===== config.mk =====
export PLATFORM = sky130hd
export DESIGN_NAME = drp_reconf_master
export DESIGN_NICKNAME = d
export VERILOG_FILES = /design/src/rtl/drp_reconf_master.sv
export SDC_FILE = /design/constraint.sdc
export NUM_CORES = 1
export LEC_CHECK = 0
export CAP_MARGIN = 40
export CORE_ASPECT_RATIO = 1.25
export CORE_MARGIN = 10
export CORE_UTILIZATION = 51
export CTS_CLUSTER_SIZE = 12
export DETAILED_ROUTE_END_ITERATION = 10
export GPL_ROUTABILITY_DRIVEN = 0
export GPL_TIMING_DRIVEN = 1
export PLACE_DENSITY = 0.76
export SLEW_MARGIN = 10
export SYNTH_ARGS = -nofsm -noshare
export SYNTH_HDL_FRONTEND = slang
export SYNTH_SLANG_ARGS = --single-unit

===== constraint.sdc =====
create_clock -name DCLK -period 2.3 [get_ports DCLK]
set_clock_uncertainty 0.05 [all_clocks]
set_input_delay 0.345 -clock DCLK [delete_from_list [all_inputs] [get_ports DCLK]]
set_output_delay 0.345 -clock DCLK [all_outputs]
set_load 0.03 [all_outputs]

===== src/rtl/drp_reconf_master.sv =====
// rtl/drp_reconf_master.sv - DRP read-modify-write master that reprograms a PLL from a two-bank ROM
// Optional verify read after each write: DRP_READBACK_EN. The ROM image is passed in as ROM_IMAGE.
module drp_reconf_master #(
  parameter int NUM_ENTRIES = 23,
  parameter int TIMEOUT     = 255,
  parameter logic [2*NUM_ENTRIES*39-1:0] ROM_IMAGE = '0
) (
  input  logic        DCLK,
  input  logic        RST,
  input  logic        SEN,
  input  logic        SADDR,
  output logic        SRDY,
  output logic        ERR,
  output logic [6:0]  DADDR,
  output logic        DEN,
  output logic        DWE,
  output logic [15:0] DI,
  input  logic [15:0] DO,
  input  logic        DRDY,
  input  logic        LOCKED,
  output logic        RST_PLL
);

  localparam int IW = (NUM_ENTRIES > 1) ? $clog2(NUM_ENTRIES) : 1;
  localparam int AW = $clog2(2 * NUM_ENTRIES);
  localparam logic [IW-1:0] LAST_IDX = IW'(NUM_ENTRIES - 1);
  localparam logic [7:0]    TMO_LAST = 8'(TIMEOUT - 1);

  typedef enum logic [3:0] {
    RESTART, WAIT_LOCK, WAIT_SEN, ADDRESS, WAIT_A_DRDY,
    BITMASK, BITSET, WRITE, WAIT_W_DRDY
`ifdef DRP_READBACK_EN
    , VERIFY, WAIT_V_DRDY
`endif
  } state_t;

  state_t          state_q;
  logic            bank_q;
  logic [IW-1:0]   index_q;
  logic [7:0]      tmo_q;
  logic [15:0]     rdata_q;
  logic [6:0]      daddr_q;
  logic [15:0]     di_q;
  logic            den_q, dwe_q, srdy_q, err_q, rst_pll_q;

  logic [38:0]     rom [2*NUM_ENTRIES];
  logic [AW-1:0]   rom_idx;
  logic [38:0]     rom_word;
  logic            drdy_ok, tmo_hit;

  for (genvar g = 0; g < 2 * NUM_ENTRIES; g++) begin : g_rom
    assign rom[g] = ROM_IMAGE[g*39 +: 39];
  end

  assign rom_idx  = AW'(index_q) + (bank_q ? AW'(NUM_ENTRIES) : AW'(0));
  assign rom_word = rom[rom_idx];
  // An acknowledge seen while our own DEN is still high belongs to nothing we issued.
  assign drdy_ok  = DRDY & ~den_q;
  assign tmo_hit  = (tmo_q == TMO_LAST);

  always_ff @(posedge DCLK or posedge RST) begin
    if (RST) begin
      state_q   <= RESTART;
      bank_q    <= 1'b0;
      index_q   <= '0;
      tmo_q     <= '0;
      rdata_q   <= '0;
      daddr_q   <= '0;
      di_q      <= '0;
      den_q     <= 1'b0;
      dwe_q     <= 1'b0;
      srdy_q    <= 1'b0;
      err_q     <= 1'b0;
      rst_pll_q <= 1'b1;
    end else begin
      den_q  <= 1'b0;
      dwe_q  <= 1'b0;
      srdy_q <= 1'b0;
      case (state_q)
        RESTART: begin
          rst_pll_q <= 1'b0;
          state_q   <= WAIT_LOCK;
        end
        WAIT_LOCK: if (LOCKED) begin
          srdy_q  <= 1'b1;
          state_q <= WAIT_SEN;
        end
        WAIT_SEN: if (SEN) begin
          bank_q    <= SADDR;
          index_q   <= '0;
          err_q     <= 1'b0;
          rst_pll_q <= 1'b1;
          state_q   <= ADDRESS;
        end
        ADDRESS: begin
          daddr_q <= rom_word[38:32];
          den_q   <= 1'b1;
          tmo_q   <= '0;
          state_q <= WAIT_A_DRDY;
        end
        WAIT_A_DRDY: begin
          if (drdy_ok) begin
            rdata_q <= DO;
            state_q <= BITMASK;
          end else if (tmo_hit) begin
            err_q   <= 1'b1;
            state_q <= RESTART;
          end else tmo_q <= tmo_q + 8'd1;
        end
        BITMASK: begin
          rdata_q <= rdata_q & rom_word[31:16];
          state_q <= BITSET;
        end
        BITSET: begin
          rdata_q <= rdata_q | (rom_word[15:0] & ~rom_word[31:16]);
          state_q <= WRITE;
        end
        WRITE: begin
          di_q    <= rdata_q;
          den_q   <= 1'b1;
          dwe_q   <= 1'b1;
          tmo_q   <= '0;
          state_q <= WAIT_W_DRDY;
        end
        WAIT_W_DRDY: begin
          if (drdy_ok) begin
`ifdef DRP_READBACK_EN
            state_q <= VERIFY;
`else
            if (index_q == LAST_IDX) state_q <= RESTART;
            else begin
              index_q <= index_q + 1'b1;
              state_q <= ADDRESS;
            end
`endif
          end else if (tmo_hit) begin
            err_q   <= 1'b1;
            state_q <= RESTART;
          end else tmo_q <= tmo_q + 8'd1;
        end
`ifdef DRP_READBACK_EN
        VERIFY: begin
          den_q   <= 1'b1;
          tmo_q   <= '0;
          state_q <= WAIT_V_DRDY;
        end
        WAIT_V_DRDY: begin
          if (drdy_ok) begin
            if (DO != di_q) err_q <= 1'b1;
            if (index_q == LAST_IDX) state_q <= RESTART;
            else begin
              index_q <= index_q + 1'b1;
              state_q <= ADDRESS;
            end
          end else if (tmo_hit) begin
            err_q   <= 1'b1;
            state_q <= RESTART;
          end else tmo_q <= tmo_q + 8'd1;
        end
`endif
        default: state_q <= RESTART;
      endcase
    end
  end

  assign SRDY    = srdy_q;
  assign ERR     = err_q;
  assign DADDR   = daddr_q;
  assign DEN     = den_q;
  assign DWE     = dwe_q;
  assign DI      = di_q;
  assign RST_PLL = rst_pll_q;

endmodule


# Yosys cells after proc, flatten, opt, wreduce, memory -nomap -nowiden
# Memory sizes are Yosys's and may differ from the RTL's.
# Index checks and enable logic that the tools add are counted.
# W data, S select, Z words.
[word_totals]
register_bits = 62
rom_bits = 2496
input_bits = 22
out_inout_bits = 28
word_cells = 86
mem_count = 1
[memory_table]
columns = ["memory", "words", "word_bits", "rd", "rd_ports_with_merged_regs", "write_ports", "line", "source"]
rows = [
  ["(name not given)", 64, 39, 1, 0, 0, "56", "assign rom_word = rom[rom_idx];"],
]
[op_classes]
addsub = 3
order_cmp = 1
n_eq_ne = 18
n_mux = 29
bitwise = 7
reduce_logical = 15
[ops]
columns = ["cell", "count"]
rows = [
  ["$mux W39", 2],
  ["$pmux W16 S3", 1],
  ["$pmux W4 S9", 1],
  ["$and A16 B16 Y16", 2],
  ["$mux W4", 5],
  ["$mux W5", 4],
  ["$eq A4 B3 Y1 const B", 4],
  ["$mux W16", 1],
  ["$mux W8", 2],
  ["$not A16 Y16", 1],
  ["$or A16 B16 Y16", 1],
  ["$pmux W8 S2", 1],
  ["$ne A2 B2 Y1 const B", 7],
  ["$pmux W5 S2", 1],
  ["$add A8 B1 Y8 const B", 1],
  ["$eq A4 B2 Y1 const B", 2],
  ["$eq A8 B8 Y1 const B", 1],
  ["$mux W1", 8],
  ["$reduce_and A2 Y1", 4],
  ["$reduce_and A4 Y1", 2],
  ["$reduce_bool A2 Y1", 4],
  ["$ge A7 B7 Y1 const B", 1],
  ["$not A6 Y7", 1],
  ["$add A5 B5 Y6", 1],
  ["other kinds (13)", 15],
]

# Logic depth before layout (Yosys ltp)
# Gate-level depths: netlist (run 1).
[depth]
word_depth = 10
ltp_mapped = 8
ltp_nobuf = 6

# Worst setup path after synthesis (run 1)
# OpenSTA, ideal clock, no wires.
[synth_path]
path_kind = "reg-to-reg"
from = "register tmo_q[0]"
to = "register tmo_q[3]"
setup_time_ns = 0.077
t_arrival_ns = 1.644
t_required_ns = 2.173
path_slack_ns = 0.529
path_stages_with_launch = 8
n_path_buf = 1
period_less_slack_ns = 1.771
cell_sequence = "dfrtp_1 inv_1 ha_1 nand3_1 and4bb_4 buf_6 or4_1 a21oi_1"
[synth_between]
elab_chain_cells = 4
word_cells_on_any_way = 7
classes_between = "add/sub (1); eq/ne (2); mux (3); reduce/logical (1)"
[synth_rtl]
columns = ["element", "line", "source"]
rows = [
  ["start, declared", "40", "logic [7:0] tmo_q;"],
  ["start signal, assigned", "108", "end else tmo_q <= tmo_q + 8'd1;"],
  ["start signal, assigned", "139", "end else tmo_q <= tmo_q + 8'd1;"],
  ["$add A8 B1 Y8", "108, 139", ""],
  ["$mux W8", "105, 136", ""],
  ["$mux W8", "126", "if (drdy_ok) begin"],
  ["$pmux W8 S2", "79", "case (state_q)"],
]
# Parallel ways exist; a longest one is shown, timed or not. The select of a mux whose other input is x is not followed.
# A chain may end at the register's enable or synchronous reset.

# Worst setup path in the final report (run 1)
[layout_path]
from = "register state_q[3]"
to = "register tmo_q[3]"
[layout_between]
elab_chain_cells = 4
word_cells_on_any_way = 11
classes_between = "eq/ne (6); mux (1); reduce/logical (4)"
[layout_rtl]
columns = ["element", "line", "source"]
rows = [
  ["start, declared", "37", "state_t state_q;"],
  ["start signal, assigned", "63", "state_q <= RESTART;"],
  ["start signal, assigned", "82", "state_q <= WAIT_LOCK;"],
  ["start signal, assigned", "86", "state_q <= WAIT_SEN;"],
  ["$eq A4 B4 Y1, or another cell as far along", "79", ""],
  ["$reduce_or A2 Y1 (no line)", "-", ""],
  ["$ne A2 B2 Y1 (no line) or $reduce_bool A2 Y1 (tied branches)", "-", ""],
  ["$reduce_and A3 Y1 (no line)", "-", ""],
]
# Parallel ways exist; a longest one is shown, timed or not.

==> results of run 1 <==
## logic make-up after synthesis
logic type	Yosys count	share of synthesized area (%)
buf+inv	26	5.77
flops	54	54.2
compound gates	51	15.1
mux	18	8.03
simple gates	55	13.7
fa+ha+maj	4	2.01
xor+xnor	2	1.00
other cells	1	0.150
## power groups by stage
stage / combinational (mW) / sequential, mW / clock (mW)
floorplan: 0.818 / 1.71 / 0
global placement: 1.60 / 1.46 / 0
detailed placement: 1.62 / 1.47 / 0
CTS: 1.63 / 1.45 / 0.643
global route: 1.76 / 1.49 / 0.681
finish: 1.61 / 1.45 / 0.628
## Yosys cell counts, drive strengths merged, types with 2 or more instances
master,count
mux2i,2
or4,3
a21oi,9
mux2,16
clkbuf,4
dfrtp,53
inv,9
and2,2
o31ai,8
o21ai,6
nor2,7
nand2,11
nor4,3
buf,13
nand4,4
o41ai,3
ha,4
nand3,10
nand2b,3
nor3,2
o211ai,2
a22o,16
nor4b,2
## layout make-up
| type | instances | area [sq um] |
|---|---|---|
| Clock buffer | 6 | 72.6 |
| Timing Repair Buffer | 50 | 490 |
| Fill cell | 373 | 1650 |
| Multi-Input combinational cell | 137 | 1020 |
| Inverter | 9 | 33.8 |
| Tap cell | 60 | 75.1 |
| Sequential cell | 54 | 1350 |
| Clock inverter | 2 | 37.5 |
## per-layer routing
| metal | part of all wire [%] | GRT usage (%) | up-vias |
|---|---|---|---|
| li1 | - | - | 868 |
| met2 | 47 | 19.4 | 43 |
| met5 | 0 | 0 | - |
| met3 | 6.7 | 3.76 | 4 |
| met1 | 46 | 17.1 | 857 |
| met4 | 0.70 | 3.87 | 0 |
## sequential cells by signal (all words and copies together), names as in the netlist
name     cells
DEN          1
DI          16
DWE          1
ERR          1
RST_PLL      1
SRDY         1
index_q      5
rdata_q     16
state_q      4
tmo_q        8
## final timing paths
path,start,to,slack (ps),depth (start not counted)
setup / recovery,state_q[3]$_DFFE_PP0P_,tmo_q[3]$_DFFE_PP0P_,370,7
max in group asynchronous,RST,DI[14]$_DFFE_PP0P_,1300,3
min in group DCLK,index_q[4]$_DFFE_PP0P_,index_q[4]$_DFFE_PP0P_,440,1
hold reg to reg,index_q[4]$_DFFE_PP0P_,index_q[4]$_DFFE_PP0P_,440,1
hold / removal,RST,index_q[2]$_DFFE_PP0P_,360,2
setup reg to reg,state_q[3]$_DFFE_PP0P_,tmo_q[3]$_DFFE_PP0P_,370,7
## worst max-delay path, cell delays in order, from the launching register on
cell and delay, ps:
dfrtp_1 470, inv_2 140, nand3_2 140, inv_2 160, a31oi_1 60, buf_4 190
or4_1 500, a21oi_1 150
==> impl_metrics.ini, run 1 <==
[final_layout]
final_core_util_pct = 65.2
most-common-layout-cells = 53 x dfrtp_1, 41 x clkdlybuf4s50_1, 16 x a22o_1, 11 x mux2_2, 10 x nand2_1
final-instance-count-excl-fill = 318
num_antenna_cells = 0
postLayoutCellArea_sq_um = 3080
layout_commonest_cell = dfrtp_1
fin_nets = 283
drive_gt1_share_pct = 15.5
area_growth_from_synthesis_to_layout_pct = 23.6

[setup_path]
worstPathMaxFanout = 13
setup.worst_path.start_class = flop
crit_required_ps = 2480
worst-endpoint-arrival_ps = 2120
worst-setup-path-type = reg -> reg
timing.critical_path.to_type = flop

[sta]
worst_slew_margin_rel_pct = 63.1
slew_viol_final = 0
min_period_ps = 1930
whs_ps = 356
final-hold-violation-count = 0
grt_setup_unrepaired = false
fin_ws_ps = 365
totalNegativeSetupSlack_ps = 0
max_clock_freq_mhz = 517
final_min_period_over_clock_period_pct = 84.1
number_of_failing_setup_endpoints_in_the_final_timing_report = 0
worst_slew_pin_slew_ps = 552

[power_and_ir_drop]
swShare_pct = 37.8
p_per_area_nw_per_um2 = 1200
total_power_mw = 3.69
power.share.clock_pct = 17.0
vdd.ir_drop.worst_v = 0.000706
internal_power_mw = 2.30
p_leak_nw = 1.36
sequentialPowerShare_pct = 39.4
combinational_power_share_pct = 43.6
p_sw_mw = 1.39

[logic_synthesis]
synth-async-reset-ratio_pct = 100
synthTopCellsByArea = dfrtp_1 53%, a22o_1 5.6%, mux2_2 5.0%
synth_seq_area_share_pct = 54.2
syn_area_sq_um = 2490
synth-edff-count = 0
netlist.area_leader.share_pct = 53.2
yosys.area.top_type = dfrtp_1
yosys_register_bits = 54
post_synthesis_instance_total = 211
synth-warning-count = 0
ys_dominant_reg_cell = dfrtp_1
synthesis.area_per_instance_sq_um = 11.8
post_synth_num_cell_types = 51

[clock_network]
cts_inserted_buffers = 5
cts.repair.resized = 0
worstSkewPairLatency_ps = 300
cts_sinks = 54
hold_buffers = 0
cts.htree.levels = 2
cts_tree = yes
maximum_clock_insertion_buffer_count = 2
clk_transition_reported_paths_ps = 100
cts_root_buffer = clkbuf_8
cts.repair_timing.setup_buffer_count = 0

[route]
wire_per_inst_um = 15.8
vias = 1772
drc_errors = 0
avgViaCountPerCell = 5.57
wirelength_routed_um = 5030
starting_drc_count_in_detailed_routing = 93
drt_pre_antenna_iters = 4
drtAntennaViolNets = 0

[floorplan]
floorplan.initialDensity_pct = 52.7
total_die_area_sq_um = 8100
core.rowCount = 28
die-width_um = 82.5
die_height_um = 98.2
placeableCoreArea_sq_um = 4730
ioPinCount = 50

[place]
dpl.hpwl_um = 3680
pre_cts_ws_ps = 369
dpl.cell_count = 310
io_buffer_count = 41
post_place_cell_area_sq_um = 2970

[grt]
grt_first_pass_wirelength_um = 8400
track_usage_pct = 12.8
grt.overflow.total = 0
antenna_found_initial = 0
grt_pass1_vias = 1710
grt_max_degree = 30

[worst_hold_path]
timing.hold.worst.class = in -> async

[flow_run]
max_cap_viol_count = 0

[run_status]
run_status = finished, final reports clean
(Power assumes the default switching activity.)
==> run 2, diff against run 1 <==
--- a/config.mk
+++ b/config.mk
@@ -8,12 +8,12 @@
 export CAP_MARGIN = 40
 export CORE_ASPECT_RATIO = 1.25
 export CORE_MARGIN = 10
-export CORE_UTILIZATION = 51
+export CORE_UTILIZATION = 46
 export CTS_CLUSTER_SIZE = 12
 export DETAILED_ROUTE_END_ITERATION = 10
 export GPL_ROUTABILITY_DRIVEN = 0
 export GPL_TIMING_DRIVEN = 1
-export PLACE_DENSITY = 0.76
+export PLACE_DENSITY = 0.72
 export SLEW_MARGIN = 10
 export SYNTH_ARGS = -nofsm -noshare
 export SYNTH_HDL_FRONTEND = slang
==> constraint.sdc (replaced) <==
create_clock -name DCLK -period 1.6 [get_ports DCLK]
set_clock_uncertainty 0.05 [all_clocks]
set_input_delay 0.24 -clock DCLK [delete_from_list [all_inputs] [get_ports DCLK]]
set_output_delay 0.24 -clock DCLK [all_outputs]
set_load 0.03 [all_outputs]
==> impl_metrics.ini, run 2 (same netlist as run 1, synthesis figures left out) <==
[route]
avgViaCountPerCell = 5.60
drt_pre_antenna_iters = 4
met3_wire_length_um = 292
starting_drc_count_in_detailed_routing = 72
drtAntennaViolNets = 0
wirelength_routed_um = 6150
met2WireLength_um = 3020
drc_errors = 0
highest_layer = met4
vias = 2010
wire_per_inst_um = 17.1
met1_length_um = 2730

[floorplan]
total_die_area_sq_um = 8780
floorplan.initialDensity_pct = 48.4
core.rowCount = 29
die_height_um = 102
ioPinCount = 50
die-width_um = 85.9
placeableCoreArea_sq_um = 5150

[power_and_ir_drop]
p_leak_nw = 1.68
p_per_area_nw_per_um2 = 1640
sequentialPowerShare_pct = 35.8
combinational_power_share_pct = 51.1
p_sw_mw = 2.30
power.share.clock_pct = 13.1
internal_power_mw = 3.53
vdd.ir_drop.worst_v = 0.00103
swShare_pct = 39.4
total_power_mw = 5.83

[setup_path]
timing.critical_path.to_type = flop
critPathMaxStageDelay_ps = 510
setup.worst_path.start_class = flop
worstPathMaxFanout = 3
worst-setup-path-type = reg -> reg
timing.critical_path.cells = buf_4, ha_4, inv_1, or2_4, or4_4, a21oi_2
crit_required_ps = 1790
worst-endpoint-arrival_ps = 1890
crit_slowest_cell = or4_4

[clock_network]
cts_sinks = 54
maximum_clock_insertion_buffer_count = 2
worstSkewPairLatency_ps = 310
cts_tree = yes
cts.htree.levels = 2
cts_inserted_buffers = 5
cts_root_buffer = clkbuf_8
clk_transition_reported_paths_ps = 100

[final_layout]
final_core_util_pct = 68.8
drive_gt1_share_pct = 33.7
num_antenna_cells = 0
layout_commonest_cell = dfrtp_1
fill_cells = 381
postLayoutCellArea_sq_um = 3550
fin_nets = 322
area_growth_from_synthesis_to_layout_pct = 42.2
most-common-layout-cells = 51 x dfrtp_1, 36 x buf_4, 21 x dlygate4sd2_1, 20 x clkdlybuf4s50_1, 16 x a22o_1

[sta]
totalNegativeSetupSlack_ps = -465
final-hold-violation-count = 0
number_of_failing_setup_endpoints_in_the_final_timing_report = 8
max_clock_freq_mhz = 591
final_min_period_over_clock_period_pct = 106
min_period_ps = 1690
slew_viol_final = 0
fin_ws_ps = -90.7
grt_setup_unrepaired = true

[grt]
grt_pass1_vias = 1947
grt_max_degree = 55
track_usage_pct = 13.2
antenna_found_initial = 0
grt_first_pass_wirelength_um = 9430
grt.overflow.total = 0

[place]
post_place_cell_area_sq_um = 3250
io_buffer_count = 41
dpl.hpwl_um = 4100

[worst_hold_path]
timing.hold.worst.class = in -> async

[flow_run]
max_cap_viol_count = 0

[run_status]
violations = setup timing
run_status = complete, but fails checks
[run 2: cell types whose count changed in the layout (fill, tap and decap cells not counted), moves of 4 or more]
cell             delta
o21ai_0             -4
clkdlybuf4s50_1    -21
buf_4              +28
dlygate4sd2_1      +21
buf_6               +7
o21ai_1             +4
[run 2: timing repair]
item | 4_1_cts | 5_1_grt
hold buffers | 0 | 0
setup endpoints to repair | 47 | 49
pin swaps | 12 | 8
cloned | 0 | 2
buffers inserted | 2 | 6
gates resized for setup | 34 | 22
[run 2: layout make-up]
type                            instances  area (sq um)  area share [%]
Inverter                                9          37.5            1.06
Multi-Input combinational cell        137          1140            32.2
Sequential cell                        54          1360            38.2
Timing Repair Buffer                   89           843            23.8
Tap cell                               62          77.6            2.19
Clock buffer                            5          68.8            1.94
Clock inverter                          3          21.3           0.600
[run 2: power by group through the flow]
| stage | sequential [mW] | combinational [mW] | clock (mW) |
|---|---|---|---|
| 3_3_place_gp | 2.10 | 2.66 | 0 |
| 3_5_place_dp | 2.11 | 2.72 | 0 |
| 5_1_grt | 2.14 | 3.22 | 0.841 |
| 2_1_floorplan | 2.46 | 1.23 | 0 |
| 4_1_cts | 2.08 | 2.66 | 0.783 |
| 6_report | 2.08 | 2.98 | 0.763 |
[run 2: routing by layer]
| layer | vias up | global-route usage [%] |
|---|---|---|
| li1 | 936 | - |
| met1 | 1006 | 16.3 |
| met2 | 59 | 21.0 |
| met3 | 9 | 3.74 |
| met4 | 0 | 5.71 |
| met5 | - | 0 |
[run 2: per-stage QoR]
stage | cells | worst slack, ps | hold slack, ps
global placement | 341 | -155 | 414
CTS | 351 | -85.9 | 310
detailed placement | 341 | -183 | 421
finish | 359 | -90.7 | 294
floorplan | 217 | -95.5 | 257
global route | 359 | -173 | 310
[run 2: worst paths after layout]
kind	from	end	slack, ps	depth (start not counted)
max	tmo_q[0]$_DFFE_PP0P_	tmo_q[6]$_DFFE_PP0P_	-90	6
min	RST	DI[9]$_DFFE_PP0P_	290	3
max reg2reg	tmo_q[0]$_DFFE_PP0P_	tmo_q[6]$_DFFE_PP0P_	-90	6
min reg2reg	DI[2]$_DFFE_PP0P_	DI[2]$_DFFE_PP0P_	440	1
max in group asynchronous	RST	RST_PLL$_DFFE_PP1P_	910	3
min in group DCLK	DI[2]$_DFFE_PP0P_	DI[2]$_DFFE_PP0P_	440	1
[run 2: critical path: cells and delay by family (launching register included)]
kind,cells,cell delay (ps)
adders and majority gates,1,120
DFF,1,380
buffers and inverters,2,190
and+or+nand+nor,2,760
AOI/OAI and AO/OA,1,140
==> run 3, diff against run 2 <==
--- a/config.mk
+++ b/config.mk
@@ -13,8 +13,9 @@
 export DETAILED_ROUTE_END_ITERATION = 10
 export GPL_ROUTABILITY_DRIVEN = 0
 export GPL_TIMING_DRIVEN = 1
+export MAX_ROUTING_LAYER = met4
 export PLACE_DENSITY = 0.72
-export SLEW_MARGIN = 10
+export SKIP_CTS_REPAIR_TIMING = 1
 export SYNTH_ARGS = -nofsm -noshare
 export SYNTH_HDL_FRONTEND = slang
 export SYNTH_SLANG_ARGS = --single-unit
==> impl_metrics.ini, run 3 (same netlist as run 1, synthesis figures left out) <==
[clock_network]
worstSkewPairLatency_ps = 310
clk_transition_reported_paths_ps = 100
cts_root_buffer = clkbuf_8
cts_inserted_buffers = 5
maximum_clock_insertion_buffer_count = 2
cts_sinks = 54
cts_tree = yes
cts.htree.levels = 2

[run_status]
run_status = complete, but fails checks
violations = setup timing

[final_layout]
num_antenna_cells = 0
most-common-layout-cells = 51 x dfrtp_1, 36 x buf_4, 21 x dlymetal6s2s_1, 20 x clkdlybuf4s50_1, 16 x a22o_1
area_growth_from_synthesis_to_layout_pct = 45.5
drive_gt1_share_pct = 33.6
fin_nets = 323
layout_commonest_cell = dfrtp_1
postLayoutCellArea_sq_um = 3630

[floorplan]
floorplan.initialDensity_pct = 48.4
core.rowCount = 29
placeableCoreArea_sq_um = 5150
die_height_um = 102
total_die_area_sq_um = 8780
ioPinCount = 50
die-width_um = 85.9

[sta]
final_min_period_over_clock_period_pct = 107
totalNegativeSetupSlack_ps = -522
final-hold-violation-count = 0
slew_viol_final = 0
grt_setup_unrepaired = true
max_clock_freq_mhz = 582
number_of_failing_setup_endpoints_in_the_final_timing_report = 9
fin_ws_ps = -119
min_period_ps = 1720

[route]
starting_drc_count_in_detailed_routing = 50
drtAntennaViolNets = 0
drc_errors = 0
wirelength_routed_um = 6290
vias = 1993
wire_per_inst_um = 17.5
avgViaCountPerCell = 5.54
drt_pre_antenna_iters = 4

[setup_path]
worst-endpoint-arrival_ps = 1920
worst-setup-path-type = reg -> reg
worstPathMaxFanout = 7
timing.critical_path.to_type = flop
crit_required_ps = 1800
setup.worst_path.start_class = flop

[worst_hold_path]
timing.hold.worst.class = in -> async

[power_and_ir_drop]
p_leak_nw = 1.94
p_per_area_nw_per_um2 = 1650
swShare_pct = 38.8
p_sw_mw = 2.32
power.share.clock_pct = 13.0
vdd.ir_drop.worst_v = 0.00122
combinational_power_share_pct = 52.1
sequentialPowerShare_pct = 34.9
internal_power_mw = 3.66

[grt]
grt_pass1_vias = 1907
grt_max_degree = 55
grt.overflow.total = 0
grt_first_pass_wirelength_um = 9180
antenna_found_initial = 0
track_usage_pct = 13.3

[place]
pre_cts_ws_ps = -183
post_place_cell_area_sq_um = 3250
io_buffer_count = 41
dpl.hpwl_um = 4100

[flow_run]
max_cap_viol_count = 0
==> run 3: cell count changes in the layout (fill, tap and decap cells not counted), sizes merged <==
cell / previous run / this run
dlygate4sd2: 21 / 0
buf: 46 / 47
dlymetal6s2s: 0 / 21
==> run 3: metal layers <==
metal | up-vias | part of all wire [%] | track usage [%] | wire length [um]
met3 | 6 | 4.7 | 3.11 | 296
met4 | 0 | 1.2 | 4.57 | 74
met2 | 48 | 49 | 21.0 | 3080
met5 | - | 0 | - | 0
met1 | 997 | 45 | 16.3 | 2850
li1 | 942 | - | - | -
==> run 3: metrics by stage <==
step	cells	total power [mW]	util [%]	hold slack [ps]
after floorplan	217	3.69	-	257
after global placement	341	4.76	63.1	414
after detailed placement	341	4.83	63.1	421
after CTS	349	5.60	64.9	310
after global routing	360	6.33	70.4	311
final	360	5.98	70.4	293
==> run 3: path summary, 6_finish.rpt <==
check                                        startpoint                   end  slack [ps]  cells after the start
worst max-delay path             state_q[2]$_DFFE_PP0P_  tmo_q[3]$_DFFE_PP0P_        -120                      5
worst min-delay path                                RST    DI[11]$_DFFE_PP0P_         290                      3
worst max register to register   state_q[2]$_DFFE_PP0P_  tmo_q[3]$_DFFE_PP0P_        -120                      5
worst min register to register  rdata_q[13]$_DFFE_PP0P_    DI[13]$_DFFE_PP0P_         440                      1
max in group asynchronous                           RST   RST_PLL$_DFFE_PP1P_         920                      3
min in group DCLK               rdata_q[13]$_DFFE_PP0P_    DI[13]$_DFFE_PP0P_         440                      1
==> run 3: critical path: stages, from the launching register on <==
cell and delay [ps]:
dfrtp_2 460, xor2_4 220, a31oi_1 100, buf_4 170, or4_4 510, a21oi_2 140
==> run 3: cell type report <==
class | instances | area, sq um
timing repair buffer | 90 | 933
clock inverter | 3 | 21.3
clock buffer | 5 | 68.8
multi-input combinational | 137 | 1130
sequential | 54 | 1360
fill | 358 | 1520
tap | 62 | 77.6
inverter | 9 | 37.5
==> run 3: power by group through the flow <==
stage               Sequential (mW)  Combinational, mW  Clock (mW)
floorplan                      2.46               1.23           0
global placement               2.10               2.66           0
detailed placement             2.11               2.72           0
CTS                            2.09               2.73       0.783
global route                   2.15               3.34       0.844
finish                         2.09               3.12       0.777
